`config.mk`:
```
export PLATFORM = sky130hd
export DESIGN_NAME = oram_req_frontend
export DESIGN_NICKNAME = d
export VERILOG_FILES = /design/src/rtl/oram_req_frontend_pkg.sv /design/src/rtl/oram_req_frontend_fifo.sv /design/src/rtl/oram_req_frontend.sv
export SDC_FILE = /design/constraint.sdc
export NUM_CORES = 1
export LEC_CHECK = 0
export ABC_AREA = 1
export BUFFER_PORTS_ARGS = -buffer_cell sky130_fd_sc_hd__buf_2
export CORE_UTILIZATION = 55
export CTS_BUF_LIST = sky130_fd_sc_hd__clkbuf_4 sky130_fd_sc_hd__clkbuf_8
export CTS_CLUSTER_DIAMETER = 30
export CTS_CLUSTER_SIZE = 16
export DETAILED_ROUTE_END_ITERATION = 12
export HOLD_SLACK_MARGIN = 0.08
export PLACE_DENSITY = 0.85
export SKIP_CTS_REPAIR_TIMING = 1
export SLEW_MARGIN = 25
export SYNTH_ARGS = -nofsm -noshare
export SYNTH_HDL_FRONTEND = slang
export SYNTH_SLANG_ARGS = --single-unit
```
`constraint.sdc`:
```
create_clock -name clk -period 7.1 [get_ports clk]
set_clock_uncertainty 0.15 [all_clocks]
set_input_delay 0.355 -clock clk [delete_from_list [all_inputs] [get_ports clk]]
set_output_delay 0.355 -clock clk [all_outputs]
set_load 0.005 [all_outputs]
```
`src/rtl/oram_req_frontend_pkg.sv`:
```
// Shared ORAM geometry plus the request-frontend types (request record and FSM encoding).
package oramPkg;
  localparam int d           = 4;
  localparam int a           = 1;
  localparam int ORAM_DATA_W = 8 * a;

  typedef struct packed {
    logic                   rw;
    logic [d-1:0]           block;
    logic [ORAM_DATA_W-1:0] data;
  } oram_req_t;

  typedef enum logic [1:0] {FE_IDLE, FE_PREP, FE_ISSUE, FE_RESP} oram_fe_state_t;
endpackage

```
`src/rtl/oram_req_frontend_fifo.sv`:
```
// Registered request FIFO; head is the oldest entry, valid whenever empty is low.
module oram_req_fifo
  import oramPkg::*;
#(
  parameter int DEPTH = 4
) (
  input  logic      clk,
  input  logic      rst,
  input  logic      push,
  input  oram_req_t push_data,
  input  logic      pop,
  output logic      full,
  output logic      empty,
  output oram_req_t head
);
  localparam int PW = $clog2(DEPTH);

  oram_req_t     mem [DEPTH];
  logic [PW-1:0] wr_ptr_reg, rd_ptr_reg;
  logic [PW:0]   count_reg;
  logic          do_push, do_pop;

  // A push is refused when full even if a pop happens in the same cycle.
  assign full    = (count_reg == (PW + 1)'(DEPTH));
  assign empty   = (count_reg == '0);
  assign do_push = push && !full;
  assign do_pop  = pop && !empty;
  assign head    = mem[rd_ptr_reg];

  always_ff @(posedge clk or negedge rst) begin
    if (!rst) begin
      wr_ptr_reg <= '0;
      rd_ptr_reg <= '0;
      count_reg  <= '0;
    end else begin
      if (do_push) wr_ptr_reg <= wr_ptr_reg + PW'(1);
      if (do_pop)  rd_ptr_reg <= rd_ptr_reg + PW'(1);
      case ({do_push, do_pop})
        2'b10:   count_reg <= count_reg + (PW + 1)'(1);
        2'b01:   count_reg <= count_reg - (PW + 1)'(1);
        default: count_reg <= count_reg;
      endcase
    end
  end

  always_ff @(posedge clk) begin
    if (do_push) mem[wr_ptr_reg] <= push_data;
  end
endmodule

```
`src/rtl/oram_req_frontend.sv`:
```
// Client-facing request queue that serialises requests onto the oram_module handshake.
// Optional ORAM_FE_STATS_EN adds saturating read/write completion counters.
module oram_req_frontend
  import oramPkg::*;
#(
  parameter int REQ_DEPTH = 4
) (
  input  logic                   clk,
  input  logic                   rst,
  input  logic                   req_valid,
  output logic                   req_ready,
  input  logic                   req_rw,
  input  logic [d-1:0]           req_block,
  input  logic [ORAM_DATA_W-1:0] req_wdata,
  output logic                   rsp_valid,
  input  logic                   rsp_ready,
  output logic                   rsp_rw,
  output logic [d-1:0]           rsp_block,
  output logic [ORAM_DATA_W-1:0] rsp_rdata,
  output logic                   core_rst,
  output logic [d-1:0]           core_block_num,
  output logic [ORAM_DATA_W-1:0] core_write_val,
  output logic                   core_rw_indicator,
  output logic                   core_input_ready,
  input  logic [ORAM_DATA_W-1:0] core_read_val,
  input  logic                   core_output_ready
`ifdef ORAM_FE_STATS_EN
  ,
  output logic [15:0]            stat_rd_cnt,
  output logic [15:0]            stat_wr_cnt
`endif
);
  oram_fe_state_t         state_reg, state_next;
  oram_req_t              issue_reg, fifo_head, push_req;
  logic                   live_reg;
  logic                   fifo_full, fifo_empty, fifo_push, fifo_pop, rsp_load;
  logic                   rsp_rw_reg;
  logic [d-1:0]           rsp_block_reg;
  logic [ORAM_DATA_W-1:0] rsp_rdata_reg;

  assign push_req  = '{rw: req_rw, block: req_block, data: req_wdata};
  // live_reg keeps req_ready low and core_rst high until the first edge after reset release.
  assign req_ready = live_reg && !fifo_full;
  assign fifo_push = req_valid && req_ready;

  oram_req_fifo #(.DEPTH(REQ_DEPTH)) u_fifo (
    .clk       (clk),
    .rst       (rst),
    .push      (fifo_push),
    .push_data (push_req),
    .pop       (fifo_pop),
    .full      (fifo_full),
    .empty     (fifo_empty),
    .head      (fifo_head)
  );

  always_comb begin
    state_next = state_reg;
    fifo_pop   = 1'b0;
    rsp_load   = 1'b0;
    case (state_reg)
      FE_IDLE: begin
        if (!fifo_empty) begin
          fifo_pop   = 1'b1;
          state_next = FE_PREP;
        end
      end
      FE_PREP:  state_next = FE_ISSUE;
      FE_ISSUE: begin
        if (core_output_ready) begin
          rsp_load   = 1'b1;
          state_next = FE_RESP;
        end
      end
      FE_RESP: begin
        if (rsp_ready) begin
          if (!fifo_empty) begin
            fifo_pop   = 1'b1;
            state_next = FE_PREP;
          end else begin
            state_next = FE_IDLE;
          end
        end
      end
      default: state_next = FE_IDLE;
    endcase
  end

  always_ff @(posedge clk or negedge rst) begin
    if (!rst) begin
      state_reg     <= FE_IDLE;
      live_reg      <= 1'b0;
      issue_reg     <= '0;
      rsp_rw_reg    <= 1'b0;
      rsp_block_reg <= '0;
      rsp_rdata_reg <= '0;
    end else begin
      state_reg <= state_next;
      live_reg  <= 1'b1;
      if (fifo_pop) issue_reg <= fifo_head;
      if (rsp_load) begin
        rsp_rw_reg    <= issue_reg.rw;
        rsp_block_reg <= issue_reg.block;
        rsp_rdata_reg <= issue_reg.rw ? '0 : core_read_val;
      end
    end
  end

  assign rsp_valid         = (state_reg == FE_RESP);
  assign rsp_rw            = rsp_rw_reg;
  assign rsp_block         = rsp_block_reg;
  assign rsp_rdata         = rsp_rdata_reg;
  assign core_rst          = !live_reg || (state_reg == FE_PREP);
  assign core_input_ready  = (state_reg == FE_ISSUE);
  assign core_block_num    = issue_reg.block;
  assign core_write_val    = issue_reg.data;
  assign core_rw_indicator = issue_reg.rw;

`ifdef ORAM_FE_STATS_EN
  logic [15:0] stat_rd_reg, stat_wr_reg;
  logic        rsp_done;

  assign rsp_done = (state_reg == FE_RESP) && rsp_ready;

  always_ff @(posedge clk or negedge rst) begin
    if (!rst) begin
      stat_rd_reg <= '0;
      stat_wr_reg <= '0;
    end else if (rsp_done) begin
      if (rsp_rw_reg && stat_wr_reg != 16'hFFFF)  stat_wr_reg <= stat_wr_reg + 16'd1;
      if (!rsp_rw_reg && stat_rd_reg != 16'hFFFF) stat_rd_reg <= stat_rd_reg + 16'd1;
    end
  end

  assign stat_rd_cnt = stat_rd_reg;
  assign stat_wr_cnt = stat_wr_reg;
`endif
endmodule

```
==> metrics.md, run 1 <==
| Metric | Value |
|---|---|
| Die Wd | 84.7 um |
| All-Layer GR Usage | 19.4% |
| Hold Vio Cnt, Final | 0 |
| Synth Register Bits | 88 |
| Post-Synth Adder-Cell Area | 3.86% |
| TritonCTS buffer count | 9 |
| Sequential fraction of the synthesis area | 65.5% |
| DP HPWL | 4.24 mm |
| Num ports | 56 |
| Final instance area | 4370 sq um |
| HP Start | core_read_val[6] |
| Setup slack after layout | 4.36 ns |
| XOR/XNOR share of the synthesized area | 1.17% |
| First-pass GRT wire length | 10.6 mm |
| Fin. max-slew vios | 0 |
| Area taken by multi-input logic gates | 1120 sq um |
| CTS HTree Levels | 3 |
| Final setup fails | 0 |
| Routed wire length | 6.48 mm |
| DIE HEIGHT | 84.7 um |
| Crit. End Element | flip-flop |
| Dpl cell area | 4060 sq um |
| Core Box Area | 6460 sq um |
| Synth Area in Compound Gates | 7.16% |
| Routed wire per std cell | 13.5 um |
| CTS tree | yes |
| Number of max-cap violations | 0 |
| Nets@finish | 435 |
| Vias | 2433 |
| Reg2Reg Launch Point | state_reg[0] |
| Post-Synthesis Net Count | 365 |
| Initial antenna violation count | 0 |
| Clk Latency, worst-skew pair | 0.35 ns |
| Fmax | 0.364 GHz |
| Synth cell types | 31 |
| Die area | 7170 sq um |
| Power Density | 400 nW/um^2 |
| Initial Utilization | 58.2% |
| Clk pin slew, worst setup/hold paths | 0.09 ns |
| Worst-path maximum fanout | 17 |
| Vias in the first global route | 2235 |
| Slew headroom | 40.1% |
| CP required | 7.23 ns |
| ANT nets after route | 0 |
| CTS Root Cell | clkbuf_8 |
| Netlist Area Pre-Place | 3760 sq um |
| FP Rows | 29 |
| Fill cell count | 496 |
| WHS Path Cells | 2 |
| Final worst-path cycle share | 38.7% |
| Pwr Total | 1.75 mW |
| Mux contribution to synthesized area | 0% |
| Non-Filler Instances | 480 |
| Max FFs per register | 52 |
| Final Wtd Congestion | 0.779 |
| Layout cells sized above 1 | 27.8% |
| Drt drc | 0 |
| Tightest Pin Transition | 0.899 ns |
| RSZ-0062 raised after global routing | no |
| CP arrival | 2.88 ns |
| Avg Synthesized Cell Area | 11.5 sq um |
| Flop2flop setup slack | 4.36 ns |
| Post-Synthesis Cells | 328 |
| CP Class | reg -> reg |
| Total gr overflow | 0 |
| Warnings from Yosys | 0 |
| Status | complete, no violations |
| R2R depth | 11 |
| P_leak | 1.98 nW |
| Finished Core Util | 67.6% |
| Hold_ws | 0.0727 ns |
| Largest family of logic cells by synthesized area | simple AND/OR/NAND/NOR gates |
| Crit path launch type | flip-flop |
| Hold/Removal Path Class | in -> reg |
| Clk buf depth | 2 |
| Post-Synth Simple-Gate Area | 17.3% |
| WHS Endpoint | rsp_rdata[6] |
| TNS Setup | 0 ns |
| PortBufs | 55 |
| Starting DRT DRC Count | 129 |
| Area delta synth->final | 16.2% |
| R2R Path End | u_fifo.count_reg[2] |
| Minimum clock period | 2.74 ns |
| Inserted Diodes | 0 |
| Reg area | 2460 sq um |
| Cells after DPL | 451 |
| Worst vdd ir | 178 uV |
| Via density | 5.07 |
| Pre-CTS setup slack | 4.37 ns |
| Largest net degree at the start of global routing | 37 |
| Clock sinks | 88 |
| 1st-pass router iterations | 8 |
| Worst setup path start | state_reg[0] |
[Yosys cell counts, drive strengths merged]
cell type / number / area, sq um
a22o: 8 / 70.1
dfrtp: 36 / 901
a21boi: 1 / 7.51
nor2: 22 / 92.6
or2: 1 / 6.26
fa: 1 / 20.0
edfxtp: 52 / 1560
nand3: 5 / 42.5
buf: 11 / 95.1
o211ai: 1 / 7.51
xnor2: 2 / 17.5
nand2: 122 / 510
conb: 1 / 3.75
o21ai: 29 / 179
ha: 10 / 125
inv: 22 / 87.6
xor2: 3 / 26.3
a21oi: 1 / 5.00
[cell usage in the layout, fill, tap and decap left out, types with 3 or more instances in the layout]
master / synthesis / final
nand2_1: 103 / 103
buf_2: 3 / 55
edfxtp_1: 52 / 52
dfrtp_1: 36 / 36
inv_1: 18 / 18
nor2_1: 20 / 18
nand2_2: 18 / 18
o21ai_0: 16 / 16
dlygate4sd3_1: 0 / 13
ha_1: 10 / 10
o21ai_2: 9 / 9
clkbuf_8: 0 / 9
a22o_1: 8 / 8
o21ai_1: 4 / 4
nor2_2: 1 / 3
xor2_1: 3 / 3
nand3_1: 3 / 3
inv_6: 0 / 3
[worst max path at each step]
stage	end	slack, ns	cells past startpoint
final	u_fifo.count_reg[2]	4.36	11
after global routing	u_fifo.count_reg[2]	4.12	11
after CTS	u_fifo.count_reg[2]	4.34	11
after detailed placement	u_fifo.count_reg[2]	4.37	11
after global placement	u_fifo.count_reg[2]	4.49	11
after floorplan	u_fifo.count_reg[2]	4.64	12
[area by class of cell]
| cell class | count | area share [%] |
|---|---|---|
| clock buffer | 9 | 2.84 |
| tap | 77 | 2.21 |
| sequential | 88 | 56.4 |
| clock inverter | 7 | 1.37 |
| inverter | 22 | 2.00 |
| multi-input combinational | 207 | 25.6 |
| timing repair buffer | 70 | 9.62 |
[per-layer routing]
metal	part of all wire [%]	vias to the layer above	track usage [%]
li1	-	1210	-
met1	47	1140	27.1
met2	47	81	29.8
met3	5.8	2	4.33
met4	0.45	0	7.86
met5	0	-	0
[report_power, final]
part           total, mW  leakage, nW  switching [mW]  internal [mW]
Clock              0.323       0.0965           0.189          0.134
Combinational      0.647        0.969           0.391          0.256
Sequential         0.779        0.918           0.107          0.672
[cell families after synthesis]
| kind of cell | count (synthesis) |
|---|---|
| other | 1 |
| AOI/OAI and AO/OA | 40 |
| xor gates and xnor gates | 5 |
| and+or+nand+nor | 150 |
| buffers and inverters | 33 |
| DFF | 88 |
| adders and majority gates | 11 |
[critical path, cell delays in order, from the launching register on]
cell     delay (ns)
dfrtp_1        0.44
inv_1          0.11
ha_1           0.30
inv_1          0.11
nand3_4        0.20
inv_4          0.23
ha_1           0.18
inv_1          0.06
fa_1           0.37
or2_2          0.30
nand2_1        0.09
xor2_1         0.14
No activity file was read; power rests on OpenSTA's default activity.
==> run 2: changes to the inputs <==
--- a/config.mk
+++ b/config.mk
@@ -5,7 +5,7 @@
 export SDC_FILE = /design/constraint.sdc
 export NUM_CORES = 1
 export LEC_CHECK = 0
-export ABC_AREA = 1
+export ABC_AREA = 0
 export BUFFER_PORTS_ARGS = -buffer_cell sky130_fd_sc_hd__buf_2
 export CORE_UTILIZATION = 55
 export CTS_BUF_LIST = sky130_fd_sc_hd__clkbuf_4 sky130_fd_sc_hd__clkbuf_8
@@ -13,7 +13,7 @@
 export CTS_CLUSTER_SIZE = 16
 export DETAILED_ROUTE_END_ITERATION = 12
 export HOLD_SLACK_MARGIN = 0.08
-export PLACE_DENSITY = 0.85
+export PLACE_DENSITY = 0.86
 export SKIP_CTS_REPAIR_TIMING = 1
 export SLEW_MARGIN = 25
 export SYNTH_ARGS = -nofsm -noshare
==> constraint.sdc (replaced) <==
create_clock -name clk -period 2.65 [get_ports clk]
set_clock_uncertainty 0.15 [all_clocks]
set_input_delay 0.1325 -clock clk [delete_from_list [all_inputs] [get_ports clk]]
set_output_delay 0.1325 -clock clk [all_outputs]
set_load 0.005 [all_outputs]
==> metrics.md, run 2 <==
| Metric | Value |
|---|---|
| P_leak | 1.83 nW (-7.6%) |
| Fin. max-slew vios | 0 (unchanged) |
| Routed wire length | 6.21 mm (-4.3%) |
| Synth cell count leaders | edfxtp_1 (52), dfrtp_1 (36), mux2_2 (12), inv_1 (11) |
| Slew headroom | 47.8% (+7.8 points) |
| TNS Setup | 0 ns (unchanged) |
| Starting DRT DRC Count | 48 (-63%) |
| Async SR Flop Fraction | 40.9% (unchanged) |
| DIE HEIGHT | 82.8 um (-2.2%) |
| Initial Utilization | 56.8% (-1.4 points) |
| All-Layer GR Usage | 19.7% (+0.31 points) |
| Inserted Diodes | 0 (unchanged) |
| Clk Latency, worst-skew pair | 0.35 ns (about the same) |
| Yosys top cell area share | 43.5% (+2.0 points) |
| Metal-1 WL | 2.59 mm (-14%) |
| Area delta synth->final | 22.4% |
| FP Rows | 29 (unchanged) |
| Hold_ws | 0.224 ns (+0.151 ns) |
| TritonCTS buffer count | 9 (unchanged) |
| Clock share of power | 20.7% (+2.2 points) |
| Hold Vio Cnt, Final | 0 (unchanged) |
| Cells after DPL | 332 (-26%) |
| Max FFs per register | 52 (unchanged) |
| RSZ-0062 raised after global routing | no |
| WL met2 | 3.10 mm (+1.4%) |
| Tightest Pin Transition | 0.783 ns (-0.117 ns) |
| Hold/Removal Path Class | in -> reg |
| Via density | 5.23 (+3.2%) |
| Most numerous cell in the Yosys netlist | edfxtp_1 |
| Switch share | 30.6% (-8.6 points) |
| Flop pwr share | 45.6% (+1.0 points) |
| Reported net switching power | 1.41 mW (+110%) |
| First-pass GRT wire length | 9.17 mm (-14%) |
| Avg Synthesized Cell Area | 17.9 sq um (+56%) |
| Netlist Area Pre-Place | 3590 sq um (-4.5%) |
| Most common cell after layout, fill and taps aside | buf_2 |
| Power Density | 1050 nW/um^2 (+160%) |
| Number of max-cap violations | 0 (unchanged) |
| Nets@finish | 326 (-25%) |
| Layout cells sized above 1 | 36.7% (+8.9 points) |
| Area taken by multi-input logic gates | 1030 sq um (-8.3%) |
| Fill cell count | 425 (-14%) |
| Synth Register Bits | 88 (unchanged) |
| Vias in the first global route | 1860 (-17%) |
| Vias | 1941 (-20%) |
| Status | complete, no violations |
| ANT nets after route | 0 (unchanged) |
| CP required | 2.77 ns (-4.46 ns) |
| Ys flop type | edfxtp_1 |
| Met3 WL | 397 um (+6.4%) |
| Worst vdd ir | 610 uV (+240%) |
| PortBufs | 55 (unchanged) |
| Cells taking the most area after synthesis | edfxtp_1 (44%), dfrtp_1 (25%), mux4_2 (5.0%) |
| Drt drc | 0 (unchanged) |
| Post-Synthesis Net Count | 238 (-35%) |
| Core Box Area | 6310 sq um (-2.2%) |
| Synth cell types | 33 (+6.5%) |
| Final Wtd Congestion | 0.707 (-9.1%) |
| DP HPWL | 3.99 mm (-6.0%) |
| Int Pwr | 3.20 mW (+200%) |
| Total gr overflow | 0 (unchanged) |
| Max Used Layer | met4 |
| Final setup fails | 0 (unchanged) |
| CTS HTree Levels | 3 (unchanged) |
| Combinational cell fraction of total power | 33.7% (-3.3 points) |
| Warnings from Yosys | 0 (unchanged) |
| Fmax | 0.427 GHz (+17%) |
| Final worst-path cycle share | 88.5% (+50 points) |
| CTS Root Cell | clkbuf_8 |
| Crit. End Element | flip-flop |
| Most frequent cells in the layout | buf_2 (55), edfxtp_1 (52), dfrtp_1 (36) |
| CTS tree | yes |
| Largest net degree at the start of global routing | 37 (unchanged) |
| 1st-pass router iterations | 4 (-4) |
| Num ports | 56 (unchanged) |
| Initial antenna violation count | 0 (unchanged) |
| Die area | 6850 sq um (-4.4%) |
| Area leader, netlist | edfxtp_1 |
| Clock sinks | 88 (unchanged) |
| Non-Filler Instances | 371 (-23%) |
| Die Wd | 82.8 um (-2.2%) |
| CP Class | reg -> reg |
| Worst-path maximum fanout | 5 (-12) |
| Routed wire per std cell | 16.7 um (+24%) |
| Clk buf depth | 2 (unchanged) |
| Sequential fraction of the synthesis area | 68.6% (+3.1 points) |
| CP arrival | 2.46 ns (-0.42 ns) |
| Crit path launch type | flip-flop |
| Flop2flop setup slack | 0.31 ns (-4.05 ns) |
| Clk pin slew, worst setup/hold paths | 0.07 ns (-0.02 ns) |
| Number of synthesized flops with an enable pin | 52 (unchanged) |
| Minimum clock period | 2.34 ns (-0.400 ns) |
| Reg area | 2460 sq um (unchanged) |
| Post-Synthesis Cells | 201 (-39%) |
==> run 2: changes by cell type after synthesis, moves of 4 or more <==
| cell | delta |
|---|---|
| nand2_2 | -18 |
| o21ai_2 | -9 |
| o21ai_0 | -10 |
| buf_4 | -5 |
| nor2_1 | -19 |
| mux4_2 | +8 |
| and3_1 | +4 |
| mux2_4 | +8 |
| inv_1 | -7 |
| a22o_1 | -8 |
| mux2_2 | +12 |
| nand2_1 | -93 |
| nand2b_1 | +9 |
| mux4_1 | +5 |
==> run 2: metal layers <==
metal | global-route usage, % | vias up
met5 | 0 | -
met4 | 9.14 | 0
met3 | 5.25 | 13
met2 | 33.7 | 76
met1 | 23.2 | 937
li1 | - | 915
==> run 2: final timing paths <==
| kind | startpoint | endpoint | depth (start not counted) |
|---|---|---|---|
| hold reg to reg | rsp_rdata[2] | rsp_rdata[2] | 2 |
| hold / removal | core_output_ready | state_reg[0] | 4 |
| setup / recovery | state_reg[0] | u_fifo.count_reg[2] | 9 |
| setup reg to reg | state_reg[0] | u_fifo.count_reg[2] | 9 |
| min in group asynchronous | rst | rsp_rdata[4] | 2 |
| max in group asynchronous | rst | rsp_rdata[0] | 2 |
==> run 2: worst max-delay path, cell delays in order, from the launching register on <==
cell and delay, ns:
dfrtp_1 0.41, inv_1 0.12, ha_1 0.35, nor3_4 0.20
ha_1 0.20, inv_1 0.06, fa_1 0.37, xor2_1 0.15
nor2_1 0.11, xor2_1 0.15
==> run 2: cells by family after synthesis <==
family                     synth area share, %
DFF                                       68.6
xor gates and xnor gates                  1.46
and+or+nand+nor                           4.53
muxes                                     16.1
AOI/OAI and AO/OA                         2.37
buffers and inverters                     2.79
adders and majority gates                 4.04
other                                    0.105
==> run 2: cell type report <==
| type | instances | share of cell area, % |
|---|---|---|
| Multi-Input combinational cell | 95 | 23.4 |
| Clock inverter | 5 | 1.42 |
| Sequential cell | 88 | 56.1 |
| Tap cell | 77 | 2.19 |
| Timing Repair Buffer | 84 | 12.5 |
| Inverter | 11 | 0.940 |
| Clock buffer | 11 | 3.45 |
==> run 2: power by group through the flow <==
stage | clock [mW] | combinational (mW) | sequential [mW]
final | 0.957 | 1.55 | 2.10
after global routing | 1.04 | 1.73 | 2.16
after CTS | 0.980 | 1.55 | 2.11
after detailed placement | 0 | 1.54 | 2.13
after global placement | 0 | 1.46 | 2.11
after floorplan | 0 | 1.18 | 2.02
==> run 2: metrics by stage <==
stage / instance area (sq um) / total power, mW / util, % / worst slack (ns)
after floorplan: 3590 / 3.20 / - / 0.101
after global placement: 3950 / 3.58 / 62.5 / 0.389
final: 4390 / 4.61 / 69.5 / 0.305
after CTS: 4160 / 4.63 / 65.9 / 0.297
after global routing: 4390 / 4.93 / 69.5 / 0.148
after detailed placement: 3950 / 3.67 / 62.5 / 0.281
==> run 3: changes to the inputs <==
--- a/config.mk
+++ b/config.mk
@@ -7,13 +7,14 @@
 export LEC_CHECK = 0
 export ABC_AREA = 0
 export BUFFER_PORTS_ARGS = -buffer_cell sky130_fd_sc_hd__buf_2
-export CORE_UTILIZATION = 55
+export CORE_UTILIZATION = 58
 export CTS_BUF_LIST = sky130_fd_sc_hd__clkbuf_4 sky130_fd_sc_hd__clkbuf_8
 export CTS_CLUSTER_DIAMETER = 30
 export CTS_CLUSTER_SIZE = 16
 export DETAILED_ROUTE_END_ITERATION = 12
 export HOLD_SLACK_MARGIN = 0.08
-export PLACE_DENSITY = 0.86
+export PLACE_DENSITY = 0.89
+export REMOVE_ABC_BUFFERS = 1
 export SKIP_CTS_REPAIR_TIMING = 1
 export SLEW_MARGIN = 25
 export SYNTH_ARGS = -nofsm -noshare
==> metrics.md, run 3 (synthesis gave the netlist of run 2 again) <==
| Metric | Value |
|---|---|
| Status | complete, no violations |
| Num ports | 56 (unchanged) |
| TritonCTS buffer count | 9 (unchanged) |
| Slew headroom | 46.4% (-1.4 points) |
| Clk buf depth | 2 (unchanged) |
| Tightest Pin Transition | 0.803 ns (+0.0207 ns) |
| Initial Utilization | 60.3% (+3.4 points) |
| Clock sinks | 88 (unchanged) |
| Most common cell after layout, fill and taps aside | buf_2 |
| Die Wd | 80.7 um (-2.6%) |
| Crit. End Element | flip-flop |
| Via density | 5.23 (about the same) |
| Worst path cell trace | inv_1 > ha_1 > nor3_4 > ha_1 > inv_1 > fa_1 > xor2_1 > nor2_1 > xor2_1 |
| DIE HEIGHT | 80.7 um (-2.6%) |
| FP Rows | 28 (-3.4%) |
| Worst vdd ir | 585 uV (-4.1%) |
| Area delta synth->final | 21.1% |
| Clk Latency, worst-skew pair | 0.34 ns (about the same) |
| CP peak stage delay | 0.42 ns (about the same) |
| Largest net degree at the start of global routing | 37 (unchanged) |
| Most frequent cells in the layout | buf_2 (55), edfxtp_1 (52), dfrtp_1 (36) |
| CP arrival | 2.50 ns (+0.04 ns) |
| Drt drc | 0 (unchanged) |
| CP Class | reg -> reg |
| Slowest-stage cell, CP | dfrtp_1 |
| Worst-path maximum fanout | 5 (unchanged) |
| Routed wire per std cell | 15.9 um (-4.8%) |
| TNS Setup | 0 ns (unchanged) |
| Fmax | 0.419 GHz (-1.7%) |
| Total gr overflow | 0 (unchanged) |
| All-Layer GR Usage | 19.0% (-0.72 points) |
| Minimum clock period | 2.39 ns (+0.0410 ns) |
| Die area | 6510 sq um (-5.1%) |
| Worst Path Buf+Inv | 2 (unchanged) |
| Core Box Area | 5960 sq um (-5.7%) |
| First-pass GRT wire length | 8.66 mm (-5.6%) |
| PortBufs | 55 (unchanged) |
| Power Density | 1020 nW/um^2 (-3.3%) |
| Cells after DPL | 330 (-0.60%) |
| CP delay by family, top | adder cells |
| Hold_ws | 0.199 ns (-0.0244 ns) |
| Max FFs per register | 52 (unchanged) |
| Number of max-cap violations | 0 (unchanged) |
| Vias in the first global route | 1820 (-2.2%) |
| Crit path launch type | flip-flop |
| Fin. max-slew vios | 0 (unchanged) |
| Non-Filler Instances | 369 (-0.54%) |
| 1st-pass router iterations | 4 (unchanged) |
| CTS Root Cell | clkbuf_8 |
| Final Wtd Congestion | 0.675 (-4.5%) |
| Starting DRT DRC Count | 68 (+42%) |
| Nets@finish | 326 (unchanged) |
| Pwr Total | 4.42 mW (-4.2%) |
| CTS HTree Levels | 3 (unchanged) |
| Clk pin slew, worst setup/hold paths | 0.08 ns (about the same) |
| Routed wire length | 5.88 mm (-5.3%) |
| Vias | 1929 (-0.62%) |
| RSZ-0062 raised after global routing | no |
| DP HPWL | 3.66 mm (-8.0%) |
| P_leak | 1.81 nW (-1.4%) |
| Final setup fails | 0 (unchanged) |
| Layout cells sized above 1 | 36.7% (unchanged) |
| Finished Core Util | 73.0% (+3.4 points) |
| Hold/Removal Path Class | in -> reg |
| CP required | 2.77 ns (about the same) |
| Final worst-path cycle share | 90.0% (+1.5 points) |
| Fill cell count | 384 (-9.6%) |
| Initial antenna violation count | 0 (unchanged) |
| ANT nets after route | 0 (unchanged) |
| Hold Vio Cnt, Final | 0 (unchanged) |
| CTS tree | yes |
| Inserted Diodes | 0 (unchanged) |
run 3: report_power, final:
part	switching (mW)	internal, mW	total (mW)
Combinational	0.671	0.888	1.56
Sequential	0.246	1.82	2.06
Clock	0.459	0.338	0.797
Total	1.38	3.04	4.42
run 3: cell type report:
type	count	area (sq um)	share of cell area, %
flip-flops and latches	88	2460	56.6
multi-input cells	95	1030	23.6
repair buffers	84	551	12.7
clock buffers	9	124	2.85
well taps	75	93.8	2.16
clock inverters	7	48.8	1.12
inverters	11	41.3	0.950
run 3: routing by layer:
layer | part of all wire (%) | track usage (%)
met3 | 3.6 | 5.00
met1 | 45 | 24.0
met5 | 0 | 0
met4 | 1.1 | 7.50
met2 | 51 | 31.3
run 3: final timing paths:
path | startpoint | to | slack (ns) | depth (start not counted)
max | state_reg[0] | u_fifo.count_reg[2] | 0.26 | 9
min | core_output_ready | state_reg[0] | 0.20 | 4
max reg2reg | state_reg[0] | u_fifo.count_reg[2] | 0.26 | 9
min reg2reg | rsp_rdata[6] | rsp_rdata[6] | 0.34 | 2
max in group asynchronous | rst | core_write_val[6] | 1.59 | 2
min in group asynchronous | rst | u_fifo.wr_ptr_reg[0] | 0.26 | 2
run 3: worst reg2reg max path, cell delays in order (launching register included):
cell	delay, ns
dfrtp_1	0.42
inv_1	0.13
ha_1	0.36
nor3_4	0.22
ha_1	0.21
inv_1	0.06
fa_1	0.37
xor2_1	0.15
nor2_1	0.11
xor2_1	0.15
run 3: metrics by stage:
stage | worst slack [ns] | instance area, sq um
finish | 0.264 | 4350
global route | 0.0848 | 4350
CTS | 0.265 | 4120
detailed placement | 0.288 | 3940
global placement | 0.382 | 3940
floorplan | -0.0858 | 3530
